===== src/rtl/reorder_buffer_pkg.sv =====
// Shared definitions for the reorder buffer: geometry, entry encoding and field types.
// DEPTH must be a power of two so that the pointers wrap by natural overflow.
package reorder_buffer_pkg;

  localparam int DEPTH       = 16;
  localparam int TAG_W       = 5;
  localparam int PTR_W       = TAG_W - 1;
  localparam int CNT_W       = TAG_W + 1;
  localparam int RegAddrSize = 5;
  localparam int InstSize    = 32;
  localparam int DataSize    = 32;

  typedef enum logic [1:0] {
    ST_EMPTY = 2'd0,
    ST_BUSY  = 2'd1,
    ST_DONE  = 2'd2
  } entry_state_e;

  typedef logic [TAG_W-1:0]       tag_t;
  typedef logic [PTR_W-1:0]       ptr_t;
  typedef logic [CNT_W-1:0]       cnt_t;
  typedef logic [RegAddrSize-1:0] reg_addr_t;
  typedef logic [InstSize-1:0]    inst_t;
  typedef logic [DataSize-1:0]    data_t;

  typedef struct packed {
    entry_state_e state;
    reg_addr_t    rd;
    data_t        val;
    logic         mispredict;
    data_t        target;
    inst_t        inst;
  } rob_entry_t;

  function automatic ptr_t ptr_inc(input ptr_t p);
    return p + 1'b1;
  endfunction

endpackage


===== src/rtl/reorder_buffer_if.sv =====
// Issue, writeback, operand query, commit broadcast and flush signals of the reorder buffer.
// The ROB side is the slave; the core (issue/ALU/listeners) is the master.
interface reorder_buffer_if;
  import reorder_buffer_pkg::*;

  logic      alloc_en;
  reg_addr_t alloc_rd;
  inst_t     alloc_inst;
  tag_t      alloc_tag;
  logic      rob_full;

  logic      wb_en;
  tag_t      wb_tag;
  data_t     wb_val;
  logic      wb_mispredict;
  data_t     wb_target;

  tag_t      query_tag1;
  tag_t      query_tag2;
  logic      query_ready1;
  logic      query_ready2;
  data_t     query_val1;
  data_t     query_val2;

  logic      commit_en;
  tag_t      commit_Number;
  data_t     commit_val;
  reg_addr_t commit_rd;
  logic      clear_out;
  data_t     clear_pc;

  modport master (
    output alloc_en, alloc_rd, alloc_inst,
    output wb_en, wb_tag, wb_val, wb_mispredict, wb_target,
    output query_tag1, query_tag2,
    input  alloc_tag, rob_full,
    input  query_ready1, query_ready2, query_val1, query_val2,
    input  commit_en, commit_Number, commit_val, commit_rd,
    input  clear_out, clear_pc
  );

  modport slave (
    input  alloc_en, alloc_rd, alloc_inst,
    input  wb_en, wb_tag, wb_val, wb_mispredict, wb_target,
    input  query_tag1, query_tag2,
    output alloc_tag, rob_full,
    output query_ready1, query_ready2, query_val1, query_val2,
    output commit_en, commit_Number, commit_val, commit_rd,
    output clear_out, clear_pc
  );

endinterface


===== src/rtl/reorder_buffer_ptr_ctrl.sv =====
// Head/tail/count bookkeeping for the reorder buffer, including the full flag
// and the flush that collapses the buffer back to empty.
module rob_ptr_ctrl
  import reorder_buffer_pkg::*;
(
  input  logic clk_in,
  input  logic rst_in,
  input  logic rdy_in,
  input  logic alloc_req,
  input  logic commit_fire,
  input  logic flush,
  output ptr_t head,
  output ptr_t tail,
  output cnt_t count,
  output logic full,
  output logic alloc_ok
);

  // an allocation in the flush cycle is dropped along with everything younger
  assign alloc_ok = rdy_in && alloc_req && !flush && (count < cnt_t'(DEPTH));
  // one slot of margin for the issue stage's one-cycle latency
  assign full     = (count >= cnt_t'(DEPTH - 1));

  always_ff @(posedge clk_in or negedge rst_in) begin
    if (!rst_in) begin
      head  <= '0;
      tail  <= '0;
      count <= '0;
    end else if (rdy_in) begin
      if (flush) begin
        head  <= '0;
        tail  <= '0;
        count <= '0;
      end else begin
        if (alloc_ok)    tail <= ptr_inc(tail);
        if (commit_fire) head <= ptr_inc(head);
        count <= count + cnt_t'(alloc_ok) - cnt_t'(commit_fire);
      end
    end
  end

endmodule


===== src/rtl/reorder_buffer.sv =====
// Circular reorder buffer: allocates tags in program order, collects results by tag,
// retires one entry per cycle on the commit bus and raises the flush on a mispredict.
module reorder_buffer
  import reorder_buffer_pkg::*;
(
  input  logic             clk_in,
  input  logic             rst_in,
  input  logic             rdy_in,
  reorder_buffer_if.slave  bus
);

  rob_entry_t entries [DEPTH];

  ptr_t  head;
  ptr_t  tail;
  cnt_t  count;
  logic  full;
  logic  alloc_ok;
  logic  commit_fire;
  logic  flush;
  logic  wb_hit;
  ptr_t  wb_idx;
  ptr_t  q1_idx;
  ptr_t  q2_idx;
  logic  q1_fwd;
  logic  q2_fwd;
  logic  q1_in;
  logic  q2_in;

  logic      commit_en_q;
  tag_t      commit_num_q;
  data_t     commit_val_q;
  reg_addr_t commit_rd_q;
  logic      clear_q;
  data_t     clear_pc_q;

  // tags at or beyond DEPTH name no entry and are ignored
  assign wb_idx      = bus.wb_tag[PTR_W-1:0];
  assign wb_hit      = rdy_in && bus.wb_en && (bus.wb_tag < tag_t'(DEPTH))
                       && (entries[wb_idx].state == ST_BUSY);
  assign commit_fire = rdy_in && (count != '0) && (entries[head].state == ST_DONE);
  assign flush       = commit_fire && entries[head].mispredict;

  rob_ptr_ctrl u_ptr_ctrl (
    .clk_in      (clk_in),
    .rst_in      (rst_in),
    .rdy_in      (rdy_in),
    .alloc_req   (bus.alloc_en),
    .commit_fire (commit_fire),
    .flush       (flush),
    .head        (head),
    .tail        (tail),
    .count       (count),
    .full        (full),
    .alloc_ok    (alloc_ok)
  );

  always_ff @(posedge clk_in or negedge rst_in) begin
    if (!rst_in) begin
      for (int i = 0; i < DEPTH; i++) entries[i] <= '0;
    end else if (rdy_in) begin
      if (flush) begin
        for (int i = 0; i < DEPTH; i++) entries[i].state <= ST_EMPTY;
      end else begin
        if (wb_hit) begin
          entries[wb_idx].state      <= ST_DONE;
          entries[wb_idx].val        <= bus.wb_val;
          entries[wb_idx].mispredict <= bus.wb_mispredict;
          entries[wb_idx].target     <= bus.wb_target;
        end
        if (commit_fire) entries[head].state <= ST_EMPTY;
        if (alloc_ok) begin
          entries[tail].state      <= ST_BUSY;
          entries[tail].rd         <= bus.alloc_rd;
          entries[tail].mispredict <= 1'b0;
          entries[tail].inst       <= bus.alloc_inst;
        end
      end
    end
  end

  // commit bus and flush are registered pulses; payload holds between commits
  always_ff @(posedge clk_in or negedge rst_in) begin
    if (!rst_in) begin
      commit_en_q  <= 1'b0;
      commit_num_q <= '0;
      commit_val_q <= '0;
      commit_rd_q  <= '0;
      clear_q      <= 1'b0;
      clear_pc_q   <= '0;
    end else begin
      commit_en_q <= 1'b0;
      clear_q     <= 1'b0;
      if (commit_fire) begin
        commit_en_q  <= 1'b1;
        commit_num_q <= tag_t'(head);
        commit_val_q <= entries[head].val;
        commit_rd_q  <= entries[head].rd;
        if (entries[head].mispredict) begin
          clear_q    <= 1'b1;
          clear_pc_q <= entries[head].target;
        end
      end
    end
  end

  assign q1_idx = bus.query_tag1[PTR_W-1:0];
  assign q2_idx = bus.query_tag2[PTR_W-1:0];
  assign q1_in  = (bus.query_tag1 < tag_t'(DEPTH));
  assign q2_in  = (bus.query_tag2 < tag_t'(DEPTH));
  assign q1_fwd = bus.wb_en && (bus.wb_tag == bus.query_tag1);
  assign q2_fwd = bus.wb_en && (bus.wb_tag == bus.query_tag2);

  assign bus.query_ready1 = q1_fwd || (q1_in && (entries[q1_idx].state == ST_DONE));
  assign bus.query_ready2 = q2_fwd || (q2_in && (entries[q2_idx].state == ST_DONE));
  assign bus.query_val1   = q1_fwd ? bus.wb_val : entries[q1_idx].val;
  assign bus.query_val2   = q2_fwd ? bus.wb_val : entries[q2_idx].val;

  assign bus.alloc_tag     = tag_t'(tail);
  assign bus.rob_full      = full;
  assign bus.commit_en     = commit_en_q;
  assign bus.commit_Number = commit_num_q;
  assign bus.commit_val    = commit_val_q;
  assign bus.commit_rd     = commit_rd_q;
  assign bus.clear_out     = clear_q;
  assign bus.clear_pc      = clear_pc_q;

endmodule

===== src/flat_wrapper.sv =====
// flat-port wrapper written by rule: the top's interface ports become plain ports
module reorder_buffer_flat import reorder_buffer_pkg::*;
  (clk_in, rst_in, rdy_in, bus_alloc_en, bus_alloc_rd, bus_alloc_inst, bus_wb_en, bus_wb_tag, bus_wb_val, bus_wb_mispredict, bus_wb_target, bus_query_tag1, bus_query_tag2, bus_alloc_tag, bus_rob_full, bus_query_ready1, bus_query_ready2, bus_query_val1, bus_query_val2, bus_commit_en, bus_commit_Number, bus_commit_val, bus_commit_rd, bus_clear_out, bus_clear_pc);
  reorder_buffer_if bus_i ();
  input  logic clk_in;
  input  logic rst_in;
  input  logic rdy_in;
  input wire logic [$bits(bus_i.alloc_en)-1:0] bus_alloc_en;
  input wire logic [$bits(bus_i.alloc_rd)-1:0] bus_alloc_rd;
  input wire logic [$bits(bus_i.alloc_inst)-1:0] bus_alloc_inst;
  input wire logic [$bits(bus_i.wb_en)-1:0] bus_wb_en;
  input wire logic [$bits(bus_i.wb_tag)-1:0] bus_wb_tag;
  input wire logic [$bits(bus_i.wb_val)-1:0] bus_wb_val;
  input wire logic [$bits(bus_i.wb_mispredict)-1:0] bus_wb_mispredict;
  input wire logic [$bits(bus_i.wb_target)-1:0] bus_wb_target;
  input wire logic [$bits(bus_i.query_tag1)-1:0] bus_query_tag1;
  input wire logic [$bits(bus_i.query_tag2)-1:0] bus_query_tag2;
  output wire logic [$bits(bus_i.alloc_tag)-1:0] bus_alloc_tag;
  output wire logic [$bits(bus_i.rob_full)-1:0] bus_rob_full;
  output wire logic [$bits(bus_i.query_ready1)-1:0] bus_query_ready1;
  output wire logic [$bits(bus_i.query_ready2)-1:0] bus_query_ready2;
  output wire logic [$bits(bus_i.query_val1)-1:0] bus_query_val1;
  output wire logic [$bits(bus_i.query_val2)-1:0] bus_query_val2;
  output wire logic [$bits(bus_i.commit_en)-1:0] bus_commit_en;
  output wire logic [$bits(bus_i.commit_Number)-1:0] bus_commit_Number;
  output wire logic [$bits(bus_i.commit_val)-1:0] bus_commit_val;
  output wire logic [$bits(bus_i.commit_rd)-1:0] bus_commit_rd;
  output wire logic [$bits(bus_i.clear_out)-1:0] bus_clear_out;
  output wire logic [$bits(bus_i.clear_pc)-1:0] bus_clear_pc;
  assign bus_i.alloc_en = bus_alloc_en;
  assign bus_i.alloc_rd = bus_alloc_rd;
  assign bus_i.alloc_inst = bus_alloc_inst;
  assign bus_i.wb_en = bus_wb_en;
  assign bus_i.wb_tag = bus_wb_tag;
  assign bus_i.wb_val = bus_wb_val;
  assign bus_i.wb_mispredict = bus_wb_mispredict;
  assign bus_i.wb_target = bus_wb_target;
  assign bus_i.query_tag1 = bus_query_tag1;
  assign bus_i.query_tag2 = bus_query_tag2;
  assign bus_alloc_tag = bus_i.alloc_tag;
  assign bus_rob_full = bus_i.rob_full;
  assign bus_query_ready1 = bus_i.query_ready1;
  assign bus_query_ready2 = bus_i.query_ready2;
  assign bus_query_val1 = bus_i.query_val1;
  assign bus_query_val2 = bus_i.query_val2;
  assign bus_commit_en = bus_i.commit_en;
  assign bus_commit_Number = bus_i.commit_Number;
  assign bus_commit_val = bus_i.commit_val;
  assign bus_commit_rd = bus_i.commit_rd;
  assign bus_clear_out = bus_i.clear_out;
  assign bus_clear_pc = bus_i.clear_pc;
  reorder_buffer u_core (.clk_in(clk_in), .rst_in(rst_in), .rdy_in(rdy_in), .bus(bus_i));
endmodule

===== config.mk =====
export PLATFORM = sky130hd
export DESIGN_NAME = reorder_buffer_flat
export DESIGN_NICKNAME = d
export VERILOG_FILES = /design/src/rtl/reorder_buffer_pkg.sv /design/src/rtl/reorder_buffer_if.sv /design/src/rtl/reorder_buffer_ptr_ctrl.sv /design/src/rtl/reorder_buffer.sv /design/src/flat_wrapper.sv
export SDC_FILE = /design/constraint.sdc
export NUM_CORES = 2
export LEC_CHECK = 0
export BUFFER_PORTS_ARGS = -buffer_cell sky130_fd_sc_hd__buf_2
export CAP_MARGIN = 20
export CORE_MARGIN = 5
export CORE_UTILIZATION = 50
export CTS_CLUSTER_DIAMETER = 50
export DETAILED_ROUTE_END_ITERATION = 8
export PLACE_DENSITY = 0.67
export RECOVER_POWER = 25
export SLEW_MARGIN = 20
export SYNTH_ARGS = -nofsm -noshare
export SYNTH_HDL_FRONTEND = slang
export SYNTH_HIERARCHICAL = 1
export SYNTH_SLANG_ARGS = --single-unit
export TNS_END_PERCENT = 30

===== constraint.sdc =====
create_clock -name clk_in -period 4.53 [get_ports clk_in]
set_input_delay 0.2265 -clock clk_in [delete_from_list [all_inputs] [get_ports clk_in]]
set_output_delay 0.2265 -clock clk_in [all_outputs]
set_load 0.02 [all_outputs]

==> metrics.md <==
| Metric | Value |
|---|---|
| Die width | 371 um |
| Reg2reg path depth | 14 |
| Vias per cell | 6.50 |
| Post-synthesis xor/xnor area fraction | less than 1% |
| Top FF cell, synth | dfrtp_1 |
| Routability-driven placement congestion ratio | around 0.90 |
| Register area share after synthesis | 47.7% |
| CTS H-Tree Depth | 4 |
| Post-placement cell area | 68000 um2 |
| FF-to-FF End | u_core/entries[1553]$_DFFE_PN0P_ |
| Power share of the combinational group | between 10% and 20% |
| Post-route DRC | 0 |
| Vias in the first global route | ~42000 |
| Worst path required time | between 5 and 6 ns |
| Reg clk slew, reported paths | around 0.060 ns |
| Synth Register Bits | 1241 |
| Hold_buf cts | 74 |
| Wire per inst | roughly 30 um |
| Post-synthesis mux area share | between 40% and 50% |
| EDFF count, synth | 0 |
| Fillers | roughly 10000 |
| Postcts setup bufs | 0 |
| Switching Power | between 8 and 9 mW |
| Largest family of logic cells by synthesized area | multiplexers |
| Fmax | 0.241 GHz |
| Initial antenna violation count | 10 |
| Worst rel slew slack | -113% |
| Largest net degree at the start of global routing | roughly 120 |
| Slew Limit Fails | 777 |
| Total Neg Setup Slack | 0 ns |
| Failing checks | capacitance limit, slew limit |
| Setup slack, reg-to-reg | between 0.3 and 0.4 ns |
| Post-Synth Adder-Cell Area | less than 1% |
| Post-CTS sizing | 0 |
| Mapped cell area | roughly 65000 um2 |
| DP HPWL | between 100000 and 150000 um |
| Post-route ant nets | 0 |
| Post-Route WL | between 150000 and 200000 um |
| DIE HEIGHT | 371 um |
| RSZ-0062 raised after global routing | no |
| Starting Density | ~50% |
| Int Pwr | about 23 mW |
| Port Buffers | about 240 |
| CTS Sinks | between 1000 and 1500 |
| Final layout net count | between 4000 and 5000 |
| Worst-Skew Late Latency | a little under 0.8 ns |
| Global route total overflow | 0 |
| Sw Share | between 20% and 30% |
| I/O pin count | 270 |
| Core outline area | around 130000 um2 |
| Origin of the critical flop-to-flop path | u_core/u_ptr_ctrl/head[0]$_DFFE_PN0P_ |
| Synthesis Warnings | 6 |
| Post-synth cell types | 75 |
| Hold Path Class | primary input to asynchronous set/reset pin |
| CTS tree | yes |
| Post-synthesis average cell area | about 16 um2 |
| Sequential share of power | between 40 and 50% |
| Area Overhead vs Synth | 13.4% |
| Clock share of power | roughly 40% |
| FFs w/ async S/R, synth | 100% |
| Final Power | around 32 mW |
| Crit path time final | about 4.2 ns |
| Post-route design area | 73800 um2 |
| Starting DRC count in detailed routing | around 3400 |
| Share of cells above drive strength 1 | a little under half |
| P per Cell Area | about 430 nW/um2 |
| Simple-gate portion of the synthesized area | ~2.3% |
| Synth Area in Compound Gates | approximately 3.2% |
| Final Hold Viols | 0 |
| Synth Instances | approximately 4000 |
| CP startpoint kind | flop |
| Rows | between 100 and 150 |
| Tot GR Track Use | between 20% and 30% |
| Leakage power | around 35 nW |
| First drt pass iteration count | 7 |
| Register Area | 31100 um2 |
| Multi-input logic area | roughly 32000 um2 |
| Worst vdd ir | between 0.0003 and 0.0004 V |
| Crit Path Max Fanout | 13 |
| CP endpoint kind | flop |
| Critical path type | flop to flop |
| First-pass GRT wire length | around 280000 um |
| Via count | roughly 40000 |
| MaxCap Viol Count | 13 |
| Outcome | finished with violations |
| Die area | between 100000 and 150000 um2 |
| Clk_skew | between 0.015 and 0.02 ns |
| Worst-Margin Slew | 3.19 ns |
| Period utilisation layout | 91.7% |
| CTS Buffer Depth | 3 |
| TritonCTS buffer count | approximately 150 |
| Final setup vio count | 0 |
| Crit path arrival time | roughly 4.8 ns |
| CTS root buf | clkbuf_16 |
==> power by group through the flow <==
stage	Clock, mW	Sequential [mW]	Combinational [mW]
floorplan	0	12.8	4.37
global placement	0	13.0	6.10
detailed placement	0	13.1	6.17
CTS	12.7	12.9	6.24
global route	13.2	13.0	6.61
finish	12.5	12.9	6.17
==> area by class of cell <==
| cell class | instances | share of cell area [%] |
|---|---|---|
| Tap cell | 1742 | 2.95 |
| Antenna cell | 6 | 0.0203 |
| Multi-Input combinational cell | 2419 | 43.5 |
| Timing Repair Buffer | 416 | 4.12 |
| Inverter | 49 | 0.251 |
| Clock buffer | 217 | 5.98 |
| Clock inverter | 63 | 1.03 |
| Sequential cell | 1241 | 42.1 |
==> routing by layer <==
layer | global-route usage, % | part of all wire, % | up-vias
li1 | - | - | 16400
met2 | 43.7 | 49 | 1426
met1 | 37.1 | 41 | 21800
met3 | 5.75 | 6.9 | 362
met5 | 0 | 0.022 | -
met4 | 8.12 | 3.0 | 6
==> through the flow <==
stage	hold slack (ns)	std cells	util (%)	setup WS (ns)
2_1_floorplan	-0.0691	4084	-	0.482
4_1_cts	0.0248	6147	57.1	0.445
3_3_place_gp	0.318	5793	52.5	0.448
3_5_place_dp	0.314	5793	52.5	0.443
5_1_grt	0.0875	6148	57.0	0.129
6_report	0.0774	6153	57.0	0.377
==> kinds of logic (layout without fill, tap and decap cells) <==
| logic type | count (synthesis) | in the layout |
|---|---|---|
| AO/OA/AOI/OAI | 265 | 265 |
| XOR/XNOR | 11 | 11 |
| adder cells (fa/ha/maj) | 12 | 12 |
| buffers and inverters | 424 | 745 |
| flip-flops | 1241 | 1241 |
| multiplexers | 1821 | 1821 |
| other | 1 | 8 |
| AND/OR/NAND/NOR | 308 | 308 |
==> sequential cells by signal, indices dropped and copies added, names as in the netlist <==
signal / cells
u_core/u_ptr_ctrl/tail: 4
u_core/bus.commit_en: 1
u_core/bus.commit_Number: 4
u_core/bus.commit_rd: 5
u_core/bus.commit_val: 32
u_core/bus.clear_pc: 32
u_core/bus.clear_out: 1
u_core/entries: 1152
u_core/u_ptr_ctrl/count: 6
u_core/u_ptr_ctrl/head: 4
==> Yosys cell counts (33+ instances only) <==
cell type | n | area (um2)
dfrtp_1 | 1241 | 31100
mux2_2 | 711 | 8010
mux4_2 | 683 | 15400
mux2_1 | 420 | 4730
clkbuf_1 | 167 | 627
nand2_1 | 158 | 593
buf_1 | 87 | 327
o2bb2ai_1 | 80 | 701
buf_2 | 74 | 370
inv_1 | 48 | 180
buf_6 | 37 | 417
nor2_1 | 34 | 128
o21ai_0 | 33 | 165
==> how the worst max path moves through the flow <==
stage	from	end	slack, ns	depth (start not counted)
floorplan	u_core/u_ptr_ctrl/head[1]$_DFFE_PN0P_	u_core/entries[1661]$_DFFE_PN0P_	0.48	19
global placement	u_core/u_ptr_ctrl/head[1]$_DFFE_PN0P_	u_core/bus.clear_pc[28]$_DFFE_PN0N_	0.45	6
detailed placement	u_core/u_ptr_ctrl/head[1]$_DFFE_PN0P_	u_core/bus.clear_pc[28]$_DFFE_PN0N_	0.44	6
CTS	u_core/u_ptr_ctrl/head[0]$_DFFE_PN0P_	u_core/entries[1554]$_DFFE_PN0P_	0.45	14
global route	rst_in	u_core/entries[669]$_DFFE_PN0P_	0.13	3
finish	u_core/u_ptr_ctrl/head[0]$_DFFE_PN0P_	u_core/entries[1553]$_DFFE_PN0P_	0.38	14
==> cells in the final DEF (no fill, tap or decap), types with 10 or more instances in the layout <==
cell,synthesis,layout
dfrtp_1,1241,1237
mux2_2,711,711
mux4_2,683,683
mux2_1,420,420
buf_2,74,228
clkbuf_16,0,158
nand2_1,158,158
o2bb2ai_1,80,80
dlygate4sd3_1,0,74
buf_4,9,68
inv_1,48,48
clkbuf_1,167,45
nor2_1,34,34
o21ai_0,33,33
buf_12,0,26
clkbuf_8,0,24
clkinv_2,1,20
a21oi_1,19,19
inv_6,0,16
nor2b_1,16,16
nand2b_1,16,16
a21oi_4,7,15
bufinv_16,0,13
nor4_1,12,12
nand3_1,14,12
a21o_1,12,12
o22ai_1,12,12
ha_1,11,11
a32o_1,10,10
o211a_1,10,10
==> critical path: stages, from the launching register on <==
cell and delay, ns:
dfrtp_4 0.57, mux4_2 0.53, a22oi_1 0.28, nand3_1 0.20, and2_2 0.25, nand2_2 0.09, clkinv_2 0.06, nand2b_4 0.17
nor2_1 0.14, or3b_2 0.53, nor2_1 0.21, nand2_1 0.26, inv_1 0.16, o21ai_0 0.30, o2bb2ai_1 0.25
No activity file was read; power rests on OpenSTA's default activity.
